<file path="src/rtl/cpu_sdr_bridge.sv">
// rtl/cpu_sdr_bridge.sv - V30 bus to single SDRAM port bridge, toggle req/ack handshake
// Optional posted writes to writable regions: define BRIDGE_WRITE_POST_EN.
module cpu_sdr_bridge #(
  parameter int NUM_REGIONS  = 4,
  parameter int REGION_SEL_W = 2,
  parameter int OFFSET_W     = 16,
  parameter int ADDR_W       = 20,
  parameter int SDR_AW       = 24
) (
  input  logic                   CLK_32M,
  input  logic                   reset_n,
  input  logic [ADDR_W-1:0]      cpu_addr,
  input  logic [15:0]            cpu_din,
  input  logic [1:0]             cpu_be,
  input  logic                   cpu_rd,
  input  logic                   cpu_wr,
  input  logic                   pause,
  input  logic [NUM_REGIONS-1:0] region_hit,
  input  logic [NUM_REGIONS-1:0] region_wren,
  output logic [15:0]            cpu_dout,
  output logic                   busy,
  output logic                   miss,
  output logic [SDR_AW-1:0]      sdr_addr,
  output logic [15:0]            sdr_din,
  output logic [1:0]             sdr_wr_sel,
  output logic                   sdr_req,
  input  logic                   sdr_ack,
  input  logic [15:0]            sdr_dout
);

  localparam int PAD_W = SDR_AW - REGION_SEL_W - OFFSET_W;

  typedef enum logic [1:0] {SYNC, IDLE, PAUSED, REQ} state_t;

  state_t                  state_q;
  logic                    acc_prev_q, pend_q, odd_q, rd_q, posted_q;
  logic                    cpu_acc, any_hit, start_hit, start_miss, wr_ok, posted_d, do_issue;
  logic [REGION_SEL_W-1:0] idx;
  logic [SDR_AW-1:0]       addr_d;
  logic [15:0]             din_d;
  logic [1:0]              sel_d;
  logic                    addr_hi_unused;

  assign addr_hi_unused = ^cpu_addr[ADDR_W-1:OFFSET_W+1];

  // Lowest set hit bit wins when the PALs overlap.
  always_comb begin
    idx = '0;
    for (int i = NUM_REGIONS - 1; i >= 0; i--)
      if (region_hit[i]) idx = REGION_SEL_W'(i);
  end

  assign cpu_acc    = cpu_rd | cpu_wr;
  assign any_hit    = |region_hit;
  assign start_hit  = cpu_acc & ~acc_prev_q & any_hit;
  assign start_miss = cpu_acc & ~acc_prev_q & ~any_hit;
  assign wr_ok      = cpu_wr & region_wren[idx];
  assign addr_d     = {{PAD_W{1'b0}}, idx, cpu_addr[OFFSET_W:1]};
  assign din_d      = cpu_addr[0] ? {cpu_din[7:0], 8'h00} : cpu_din;
  assign sel_d      = !wr_ok ? 2'b00 : (cpu_addr[0] ? {cpu_be[0], 1'b0} : cpu_be);

`ifdef BRIDGE_WRITE_POST_EN
  assign posted_d = wr_ok;
`else
  assign posted_d = 1'b0;
`endif

  assign do_issue = ((state_q == IDLE) && (sdr_ack == sdr_req) && (start_hit || pend_q)
                     && any_hit && !pause)
                  || ((state_q == PAUSED) && !pause);

  assign busy = start_hit | pend_q | (state_q == PAUSED) | ((state_q == REQ) && !posted_q);

  always_ff @(posedge CLK_32M or negedge reset_n) begin
    if (!reset_n) begin
      state_q    <= SYNC;
      acc_prev_q <= 1'b0;
      pend_q     <= 1'b0;
      odd_q      <= 1'b0;
      rd_q       <= 1'b0;
      posted_q   <= 1'b0;
      cpu_dout   <= 16'h0000;
      miss       <= 1'b0;
      sdr_addr   <= '0;
      sdr_din    <= 16'h0000;
      sdr_wr_sel <= 2'b00;
      sdr_req    <= 1'b0;
    end else begin
      acc_prev_q <= cpu_acc;
      miss       <= start_miss;
      if (start_miss) cpu_dout <= 16'hFFFF;

      case (state_q)
        SYNC: begin
          if (start_hit) pend_q <= 1'b1;
          if (sdr_ack == sdr_req) state_q <= IDLE;
        end
        IDLE: begin
          // A stray ack toggle (e.g. after our reset) is re-absorbed in SYNC.
          if (sdr_ack != sdr_req) begin
            state_q <= SYNC;
            if (start_hit) pend_q <= 1'b1;
          end else if ((start_hit || pend_q) && pause) begin
            state_q <= PAUSED;
            pend_q  <= 1'b0;
          end
        end
        PAUSED: begin
          if (start_hit) pend_q <= 1'b1;
        end
        REQ: begin
          if (start_hit) pend_q <= 1'b1;
          if (sdr_ack == sdr_req) begin
            state_q <= IDLE;
            if (rd_q) cpu_dout <= odd_q ? {8'h00, sdr_dout[15:8]} : sdr_dout;
          end
        end
        default: state_q <= SYNC;
      endcase

      if (do_issue) begin
        state_q    <= REQ;
        sdr_req    <= ~sdr_ack;
        sdr_addr   <= addr_d;
        sdr_din    <= din_d;
        sdr_wr_sel <= sel_d;
        odd_q      <= cpu_addr[0];
        rd_q       <= ~cpu_wr;
        posted_q   <= posted_d;
        pend_q     <= (state_q == PAUSED) && start_hit;
      end
    end
  end

endmodule

</file>
<file path="config.mk">
export PLATFORM = sky130hd
export DESIGN_NAME = cpu_sdr_bridge
export DESIGN_NICKNAME = d
export VERILOG_FILES = /design/src/rtl/cpu_sdr_bridge.sv
export SDC_FILE = /design/constraint.sdc
export NUM_CORES = 1
export LEC_CHECK = 0
export BUFFER_PORTS_ARGS = -buffer_cell sky130_fd_sc_hd__buf_2
export CORE_MARGIN = 2
export CORE_UTILIZATION = 50
export CTS_CLUSTER_SIZE = 16
export DETAILED_ROUTE_END_ITERATION = 10
export GPL_TIMING_DRIVEN = 0
export PLACE_DENSITY = 0.95
export SETUP_SLACK_MARGIN = 0.4
export SLEW_MARGIN = 20
export SYNTH_ARGS = -nofsm -noshare
export SYNTH_HDL_FRONTEND = slang
export SYNTH_SLANG_ARGS = --single-unit
</file>
<file path="constraint.sdc">
create_clock -name CLK_32M -period 5.7 [get_ports CLK_32M]
set_clock_uncertainty 0.05 [all_clocks]
set_input_delay 1.14 -clock CLK_32M [delete_from_list [all_inputs] [get_ports CLK_32M]]
set_output_delay 1.14 -clock CLK_32M [all_outputs]
set_load 0.005 [all_outputs]
</file>
==> impl_table.tex, run 1 <==
\begin{tabular}{lr}
\hline
Metric & Value \\
\hline
\multicolumn{2}{l}{\textbf{Outcome}} \\
\quad Status & complete, no violations \\
\multicolumn{2}{l}{\textbf{Die}} \\
\quad Site row count & 27 \\
\quad X dimension of the die & about 79 um \\
\quad Vertical die dimension & slightly below 80 um \\
\quad Die Outline Area & slightly above 0.006 sq mm \\
\quad Ports placed on the boundary & $\sim$130 \\
\quad Effective utilization at floorplan & 0.512 \\
\quad Core region area & about 0.0054 sq mm \\
\multicolumn{2}{l}{\textbf{Place}} \\
\quad Number of input and output port buffers inserted & $\sim$120 \\
\quad Routability-driven placement congestion ratio & about 0.86 \\
\quad Placement Setup Slack & $\sim$1900 ps \\
\quad Detail Placement HPWL & 4990 um \\
\quad Inst Count DP & approximately 430 \\
\multicolumn{2}{l}{\textbf{Synth}} \\
\quad Synth async-reset ratio & 1.00 \\
\quad Simple-gate share of the synthesized area & 0.127 \\
\quad Multiplexer share of the synthesized area & 0.134 \\
\quad Share of synthesized area occupied by flip-flops and latches & 0.539 \\
\quad Most used DFF post-synth & dfrtp\_1 \\
\quad Fraction of the mapped netlist area in compound gates & 0.133 \\
\quad Netlist area before placement & around 0.0028 sq mm \\
\quad Number of synthesized register bits & 60 \\
\quad Xor and xnor fraction of the mapped netlist area & 0.00315 \\
\quad Synth Instances & $\sim$240 \\
\quad Mapped Avg Cell Area & around 12 sq um \\
\quad Synth warnings & 0 \\
\quad Adder-cell area share of the yosys netlist & 0.0135 \\
\quad Distinct cells, synth & 42 \\
\quad Number of flops mapped to enable cells by yosys & 0 \\
\quad Main combinational cell family by area after synthesis & multiplexers \\
\multicolumn{2}{l}{\textbf{Final layout}} \\
\quad Most common cell after layout, fill and taps aside & buf\_2 \\
\quad Count of inserted antenna diode cells & 0 \\
\quad Number of nets in the final layout & roughly 440 \\
\quad Area used by multi-input combinational logic & 0.00116 sq mm \\
\quad Most frequent cells in the layout & buf\_2, dfrtp\_1, nand3\_1 \\
\quad Fraction of final layout cells with drive strength greater than 1 & 0.444 \\
\quad Register area & between 0.0015 and 0.002 sq mm \\
\quad Final standard cell count with taps included and fillers excluded & $\sim$450 \\
\quad Total of fill cells in the finished design & roughly 450 \\
\quad Area added between synthesis and finish & 31.4\% \\
\multicolumn{2}{l}{\textbf{Global route}} \\
\quad Global-route track usage on met3 & 0.0356 \\
\quad Busiest metal layer after global routing & met2 \\
\quad Number of global-route vias before repair & between 2000 and 2500 \\
\quad First-pass GRT wire length & 10700 um \\
\quad Largest net degree at the start of global routing & just over 60 \\
\quad Sum of overflow across all layers after global routing & 0 \\
\quad Met1 Resource Use GR & 0.286 \\
\quad Aggregate global-route resource usage & 0.224 \\
\quad Initial antenna violation count & 0 \\
\quad Routing usage on met2 & 0.362 \\
\multicolumn{2}{l}{\textbf{Worst hold path}} \\
\quad Path category of the worst min-delay check & flip-flop to flip-flop \\
\quad Start point of the worst hold path & sdr\_wr\_sel[1] \\
\quad Number of cells on the worst hold path & 2 \\
\quad Worst hold endpoint & sdr\_wr\_sel[1] \\
\multicolumn{2}{l}{\textbf{STA}} \\
\quad Final Hold Viols & 0 \\
\quad Number of setup violations in the final report & 0 \\
\quad RSZ-0062 raised after global routing & no \\
\quad Least setup slack across all paths after layout & around 1900 ps \\
\quad Crit path time final & roughly 3800 ps \\
\quad Pins Over Slew Limit & 0 \\
\quad Fmax & 265 MHz \\
\quad Final sum of negative setup slack & 0 ps \\
\quad Period Utilization, post-route & 0.663 \\
\quad Transition time at the pin with the least slew margin & a little over 700 ps \\
\quad Worst rel slew slack & 0.518 \\
\multicolumn{2}{l}{\textbf{Route}} \\
\quad Number of iterations in the first detailed-routing pass & 4 \\
\quad Final wirelength & roughly 6700 um \\
\quad Via count & between 2000 and 2500 \\
\quad Number of DRC markers in iteration 0 & between 100 and 150 \\
\quad DRC Markers & 0 \\
\quad Post-DR vias/cell & between 5 and 6 \\
\quad Number of nets with antenna violations after routing & 0 \\
\quad Routed wirelength normalized by instance count & 15.0 um \\
\multicolumn{2}{l}{\textbf{Worst setup path}} \\
\quad CP Cell Sequence & buf\_2, or4\_4, and2\_4, or4\_1, buf\_2 \\
\quad Family of cells with the greatest summed delay on the critical path & simple AND/OR/NAND/NOR gates \\
\quad Cell mode on critical path & buf\_2 \\
\quad Kind of end point of the critical path & output pin \\
\quad Slowest cell delay on critical path & about 570 ps \\
\quad Worst reg2reg startpoint & sdr\_req \\
\quad Worst-path maximum fanout & 6 \\
\quad Cell with the largest stage delay on the worst path & or4\_4 \\
\quad Crit path launch type & input port \\
\quad Data required time at the worst endpoint & roughly 4500 ps \\
\quad Worst Setup Path Type & input port to output pin \\
\quad Capture instance of the worst register-to-register path & cpu\_dout[12] \\
\quad Endpoint arrival time on the critical path & $\sim$2600 ps \\
\quad Combined buffer and inverter count along the critical path & 2 \\
\quad Worst Reg2Reg Path Length in Cells & 7 \\
\quad Flop2flop setup slack & about 3600 ps \\
\quad CP startpoint & region\_hit[3] \\
\multicolumn{2}{l}{\textbf{Power}} \\
\quad Static leakage & between 1.5 and 2 nW \\
\quad Worst IR drop on VDD & between 200 and 250 uV \\
\quad PD cells & about 500 mW/mm\^{}2 \\
\multicolumn{2}{l}{\textbf{Clock network}} \\
\quad Register clock-pin slew on the reported worst setup and hold paths & roughly 60 ps \\
\quad Clk sink count & 60 \\
\quad Hold-fix buffers at CTS & 0 \\
\quad TritonCTS clock tree & yes \\
\quad Clock network latency to the later pin of the worst-skew pair & approximately 310 ps \\
\quad Post-cts repair resize count & 0 \\
\quad Clock Path Buffers & 2 \\
\quad Maximum level of the CTS H-tree & 3 \\
\quad CTS Root Cell & clkbuf\_8 \\
\quad Buffers inserted during post-CTS setup optimization & 0 \\
\quad Num CTS Buffers & 9 \\
\multicolumn{2}{l}{\textbf{Job}} \\
\quad Max-capacitance violation count & 0 \\
\hline
\end{tabular}
[routing by layer]
metal,up-vias,part of all wire
li1,1115,-
met1,1136,0.42
met2,104,0.50
met3,17,0.052
met4,0,0.028
met5,-,0
[power breakdown]
group	switching (mW)	internal [mW]	total, mW
Clock	0.147	0.196	0.343
Sequential	0.109	0.623	0.732
Combinational	0.332	0.385	0.717
Total	0.589	1.20	1.79
[worst max path at each step]
| stage | depth (start not counted) | slack [ps] | to |
|---|---|---|---|
| after detailed placement | 5 | 1900 | busy |
| final | 5 | 1920 | busy |
| after global placement | 5 | 1920 | busy |
| after global routing | 5 | 1890 | busy |
| after floorplan | 3 | 2250 | busy |
| after CTS | 5 | 1900 | busy |
[metrics by stage]
| stage | power [mW] | util | hold WS (ps) | area [sq um] |
|---|---|---|---|---|
| after detailed placement | 1.46 | 0.641 | 435 | 3490 |
| after floorplan | 1.14 | - | 410 | 2800 |
| after global routing | 1.92 | 0.672 | 465 | 3660 |
| after global placement | 1.41 | 0.640 | 427 | 3480 |
| final | 1.79 | 0.672 | 444 | 3660 |
| after CTS | 1.81 | 0.672 | 449 | 3660 |
[cell usage after synthesis (2+ instances only)]
master | n | area [sq um]
inv_1 | 3 | 11.3
or2_2 | 2 | 12.5
o21ai_0 | 19 | 95.1
o41ai_1 | 2 | 17.5
nor2_1 | 3 | 11.3
mux2i_1 | 17 | 170
nor3_1 | 2 | 10.0
buf_4 | 7 | 52.6
a221o_1 | 2 | 20.0
ha_1 | 3 | 37.5
o31ai_1 | 2 | 15.0
a21oi_1 | 3 | 15.0
nand3_1 | 22 | 110
o311ai_0 | 2 | 17.5
nor2b_1 | 3 | 18.8
mux2_2 | 18 | 203
nand2b_1 | 17 | 106
buf_6 | 2 | 22.5
nand2_1 | 3 | 11.3
clkbuf_1 | 10 | 37.5
dfrtp_1 | 60 | 1500
a2bb2oi_1 | 15 | 131
[registers in the layout (all words and copies together), names as in the netlist]
signal,cells
cpu_dout,16
miss,1
sdr_din,16
acc_prev_q,1
sdr_req,1
state_q,2
sdr_wr_sel,2
rd_q,1
odd_q,1
sdr_addr,18
pend_q,1
[cell families after synthesis]
group                      count (synthesis)
muxes                                     35
adders and majority gates                  3
and+or+nand+nor                           61
other                                      1
xor gates and xnor gates                   1
DFF                                       60
AOI/OAI and AO/OA                         51
buffers and inverters                     25
[layout make-up]
cell class,count,share of cell area
clock inverters,3,0.0109
multi-input cells,157,0.318
repair buffers,118,0.162
flip-flops and latches,60,0.411
inverters,3,0.00308
clock buffers,11,0.0359
well taps,72,0.0246
plain buffers,22,0.0346
[worst min-delay path: cells and delay by family (launching register included)]
family,cells,cell delay (ps)
flops,1,340
simple gates,1,60
compound gates,1,60
Power figures use the tool's default switching activity.
==> run 2: changes to the inputs <==
--- a/config.mk
+++ b/config.mk
@@ -7,11 +7,11 @@
 export LEC_CHECK = 0
 export BUFFER_PORTS_ARGS = -buffer_cell sky130_fd_sc_hd__buf_2
 export CORE_MARGIN = 2
-export CORE_UTILIZATION = 50
+export CORE_UTILIZATION = 42
 export CTS_CLUSTER_SIZE = 16
 export DETAILED_ROUTE_END_ITERATION = 10
 export GPL_TIMING_DRIVEN = 0
-export PLACE_DENSITY = 0.95
+export PLACE_DENSITY = 0.87
 export SETUP_SLACK_MARGIN = 0.4
 export SLEW_MARGIN = 20
 export SYNTH_ARGS = -nofsm -noshare
==> constraint.sdc (replaced) <==
create_clock -name CLK_32M -period 3.2 [get_ports CLK_32M]
set_clock_uncertainty 0.05 [all_clocks]
set_input_delay 0.64 -clock CLK_32M [delete_from_list [all_inputs] [get_ports CLK_32M]]
set_output_delay 0.64 -clock CLK_32M [all_outputs]
set_load 0.005 [all_outputs]
==> run 2 against run 1 <==
Effect of this change:
- sequential share of layout area is 0.25 points lower
- sequential power is 78% higher
- via count is 1.1% lower
- setup slack worse by 1500 ps
- final area is 0.62% higher
- combinational power is 79% higher
- non-clock buffer count stayed put
- die area is 18% higher
- critical endpoint unchanged
- highest routed layer unchanged
==> impl_table.tex, run 2 (same netlist as run 1, synthesis figures left out) <==
\begin{tabular}{lr}
\hline
Metric & Value \\
\hline
\multicolumn{2}{l}{\textbf{Die}} \\
\quad X dimension of the die & 85.4 um (was 78.6 um) \\
\quad Die Outline Area & 0.00730 sq mm (was 0.00618 sq mm) \\
\quad Site row count & 29 (was 27) \\
\quad Core region area & 0.00639 sq mm (was 0.00544 sq mm) \\
\quad Vertical die dimension & 85.4 um (was 78.6 um) \\
\quad Ports placed on the boundary & 129 (unchanged) \\
\quad Effective utilization at floorplan & 0.436 (was 0.512) \\
\multicolumn{2}{l}{\textbf{Power}} \\
\quad Combinational cell fraction of total power & 0.397 (was 0.400) \\
\quad PD cells & 877 mW/mm\^{}2 (was 490 mW/mm\^{}2) \\
\quad Power dissipated by switching net loads & 1.07 mW (was 0.589 mW) \\
\quad Int Power & 2.16 mW (was 1.20 mW) \\
\quad Portion of total power attributed to the clock network & 0.199 (was 0.191) \\
\quad Reg power frac & 0.404 (was 0.408) \\
\quad Static leakage & 1.84 nW (about the same) \\
\quad Final total power & 3.23 mW (was 1.79 mW) \\
\quad Worst IR drop on VDD & 490 uV (was 242 uV) \\
\quad Fraction of power spent switching nets & 0.331 (was 0.328) \\
\multicolumn{2}{l}{\textbf{Worst setup path}} \\
\quad Worst-path maximum fanout & 6 (unchanged) \\
\quad Kind of end point of the critical path & output pin (unchanged) \\
\quad Worst Setup Path Type & input port to output pin (unchanged) \\
\quad Endpoint arrival time on the critical path & 2070 ps (was 2590 ps) \\
\quad Crit path launch type & input port (unchanged) \\
\quad Data required time at the worst endpoint & 2510 ps (was 4510 ps) \\
\multicolumn{2}{l}{\textbf{STA}} \\
\quad Period Utilization, post-route & 0.864 \\
\quad Number of setup violations in the final report & 0 (unchanged) \\
\quad Worst rel slew slack & 0.505 (was 0.518) \\
\quad Crit path time final & around 2800 ps \\
\quad Transition time at the pin with the least slew margin & 742 ps (was 723 ps) \\
\quad Pins Over Slew Limit & 0 (unchanged) \\
\quad Least setup slack across all paths after layout & 436 ps (was 1920 ps) \\
\quad RSZ-0062 raised after global routing & no (unchanged) \\
\quad Final Hold Viols & 0 (unchanged) \\
\quad Final sum of negative setup slack & 0 ps (unchanged) \\
\quad Fmax & around 360 MHz \\
\multicolumn{2}{l}{\textbf{Worst hold path}} \\
\quad Path category of the worst min-delay check & input port to async pin (was flip-flop to flip-flop) \\
\multicolumn{2}{l}{\textbf{Final layout}} \\
\quad Register with the most flip-flops & sdr\_addr (unchanged) \\
\quad Number of flip-flops in the largest register & 18 (unchanged) \\
\quad Area added between synthesis and finish & 32.2\% (was 31.4\%) \\
\quad Count of inserted antenna diode cells & 0 (unchanged) \\
\quad Most common cell after layout, fill and taps aside & buf\_2 (unchanged) \\
\quad Fraction of final layout cells with drive strength greater than 1 & 0.449 (was 0.444) \\
\quad Number of nets in the final layout & 442 (unchanged) \\
\quad Total of fill cells in the finished design & 564 (was 445) \\
\quad Largest registers & sdr\_addr: 18 flops, cpu\_dout: 16 flops, sdr\_din: 16 flops (unchanged) \\
\quad Final standard cell count with taps included and fillers excluded & 453 (was 446) \\
\quad Most frequent cells in the layout & buf\_2, dfrtp\_1, nand3\_1 (unchanged) \\
\multicolumn{2}{l}{\textbf{Global route}} \\
\quad First-pass GRT wire length & 10900 um (was 10700 um) \\
\quad Number of global-route vias before repair & 2284 (was 2299) \\
\quad Routing usage on met2 & 0.301 (was 0.362) \\
\quad Aggregate global-route resource usage & 0.189 (was 0.224) \\
\quad Met1 Resource Use GR & 0.260 (was 0.286) \\
\quad Busiest metal layer after global routing & met2 (unchanged) \\
\quad Sum of overflow across all layers after global routing & 0 (unchanged) \\
\quad Global-route track usage on met3 & 0.0360 (was 0.0356) \\
\quad Largest net degree at the start of global routing & 61 (unchanged) \\
\quad Initial antenna violation count & 0 (unchanged) \\
\multicolumn{2}{l}{\textbf{Clock network}} \\
\quad TritonCTS clock tree & yes (unchanged) \\
\quad Maximum level of the CTS H-tree & 3 (unchanged) \\
\quad Clk sink count & 60 (unchanged) \\
\quad CTS Root Cell & clkbuf\_8 (unchanged) \\
\quad Clock network latency to the later pin of the worst-skew pair & 320 ps (was 310 ps) \\
\quad Hold-fix buffers at CTS & 0 (unchanged) \\
\quad Post-cts repair resize count & 0 (unchanged) \\
\quad Clock Path Buffers & 2 (unchanged) \\
\quad Num CTS Buffers & 9 (unchanged) \\
\quad Register clock-pin slew on the reported worst setup and hold paths & 70 ps (was 60 ps) \\
\quad Buffers inserted during post-CTS setup optimization & 0 (unchanged) \\
\multicolumn{2}{l}{\textbf{Job}} \\
\quad Max-capacitance violation count & 0 (unchanged) \\
\multicolumn{2}{l}{\textbf{Route}} \\
\quad Post-DR vias/cell & 5.18 (was 5.32) \\
\quad Final wirelength & 6710 um (was 6670 um) \\
\quad Number of iterations in the first detailed-routing pass & 4 (unchanged) \\
\quad DRC Markers & 0 (unchanged) \\
\quad Routed wirelength normalized by instance count & 14.8 um (was 15.0 um) \\
\quad Number of nets with antenna violations after routing & 0 (unchanged) \\
\quad Number of DRC markers in iteration 0 & 67 (was 145) \\
\quad Via count & 2347 (was 2372) \\
\multicolumn{2}{l}{\textbf{Place}} \\
\quad Placement Setup Slack & 407 ps (was 1900 ps) \\
\quad Number of input and output port buffers inserted & 118 (unchanged) \\
\quad Inst Count DP & 437 (was 432) \\
\quad Routability-driven placement congestion ratio & 0.811 (was 0.856) \\
\quad Detail Placement HPWL & 4890 um (was 4990 um) \\
\multicolumn{2}{l}{\textbf{Outcome}} \\
\quad Status & complete, no violations (unchanged) \\
\hline
\end{tabular}
==> run 2: changes by cell type in the layout (fill, tap and decap cells not counted) <==
| cell | previous run | this run |
|---|---|---|
| clkinv_2 | 2 | 3 |
| or4_4 | 1 | 2 |
| clkinvlp_4 | 0 | 1 |
| or4_1 | 1 | 0 |
==> run 2: worst paths after layout <==
kind                          startpoint            to  slack (ps)  cells after the start
max in group asynchronous        reset_n   sdr_addr[3]        2280                      1
min in group CLK_32M         sdr_addr[6]   sdr_addr[6]         450                      1
setup / recovery           region_hit[2]          busy         440                      5
hold reg to reg              sdr_addr[6]   sdr_addr[6]         450                      1
setup reg to reg                 sdr_req  cpu_dout[12]        1090                      5
hold / removal                   reset_n  cpu_dout[14]         330                      1
==> run 2: cell type report <==
| class | count | area (sq um) | share of cell area |
|---|---|---|---|
| sequential | 60 | 1500 | 0.408 |
| timing repair buffer | 118 | 593 | 0.161 |
| clock buffer | 11 | 131 | 0.0357 |
| buffer | 22 | 126 | 0.0343 |
| clock inverter | 5 | 52.6 | 0.0143 |
| tap | 77 | 96.3 | 0.0262 |
| inverter | 3 | 11.3 | 0.00306 |
| multi-input combinational | 157 | 1170 | 0.317 |
==> run 2: critical path, stage by stage <==
cell,delay (ps)
buf_2,120
or4_4,570
and2_4,180
or4_4,420
buf_2,140
==> run 2: stage by stage <==
stage	cell area [sq um]	hold slack, ps	utilization
floorplan	2800	294	-
global placement	3490	433	0.546
detailed placement	3490	436	0.547
CTS	3680	351	0.576
global route	3680	385	0.576
finish	3680	328	0.576
==> run 2: power by group through the flow <==
stage          Clock [mW]  Combinational, mW  Sequential [mW]
2_1_floorplan           0              0.713             1.32
3_3_place_gp            0               1.24             1.29
3_5_place_dp            0               1.29             1.31
4_1_cts             0.658               1.29             1.30
5_1_grt             0.700               1.42             1.35
6_report            0.643               1.28             1.30
==> run 2: routing by layer <==
| metal | vias to the layer above | wire length [um] |
|---|---|---|
| met5 | - | 0 |
| met2 | 90 | 3300 |
| met4 | 0 | 24 |
| met1 | 1140 | 2940 |
| li1 | 1115 | - |
| met3 | 2 | 442 |
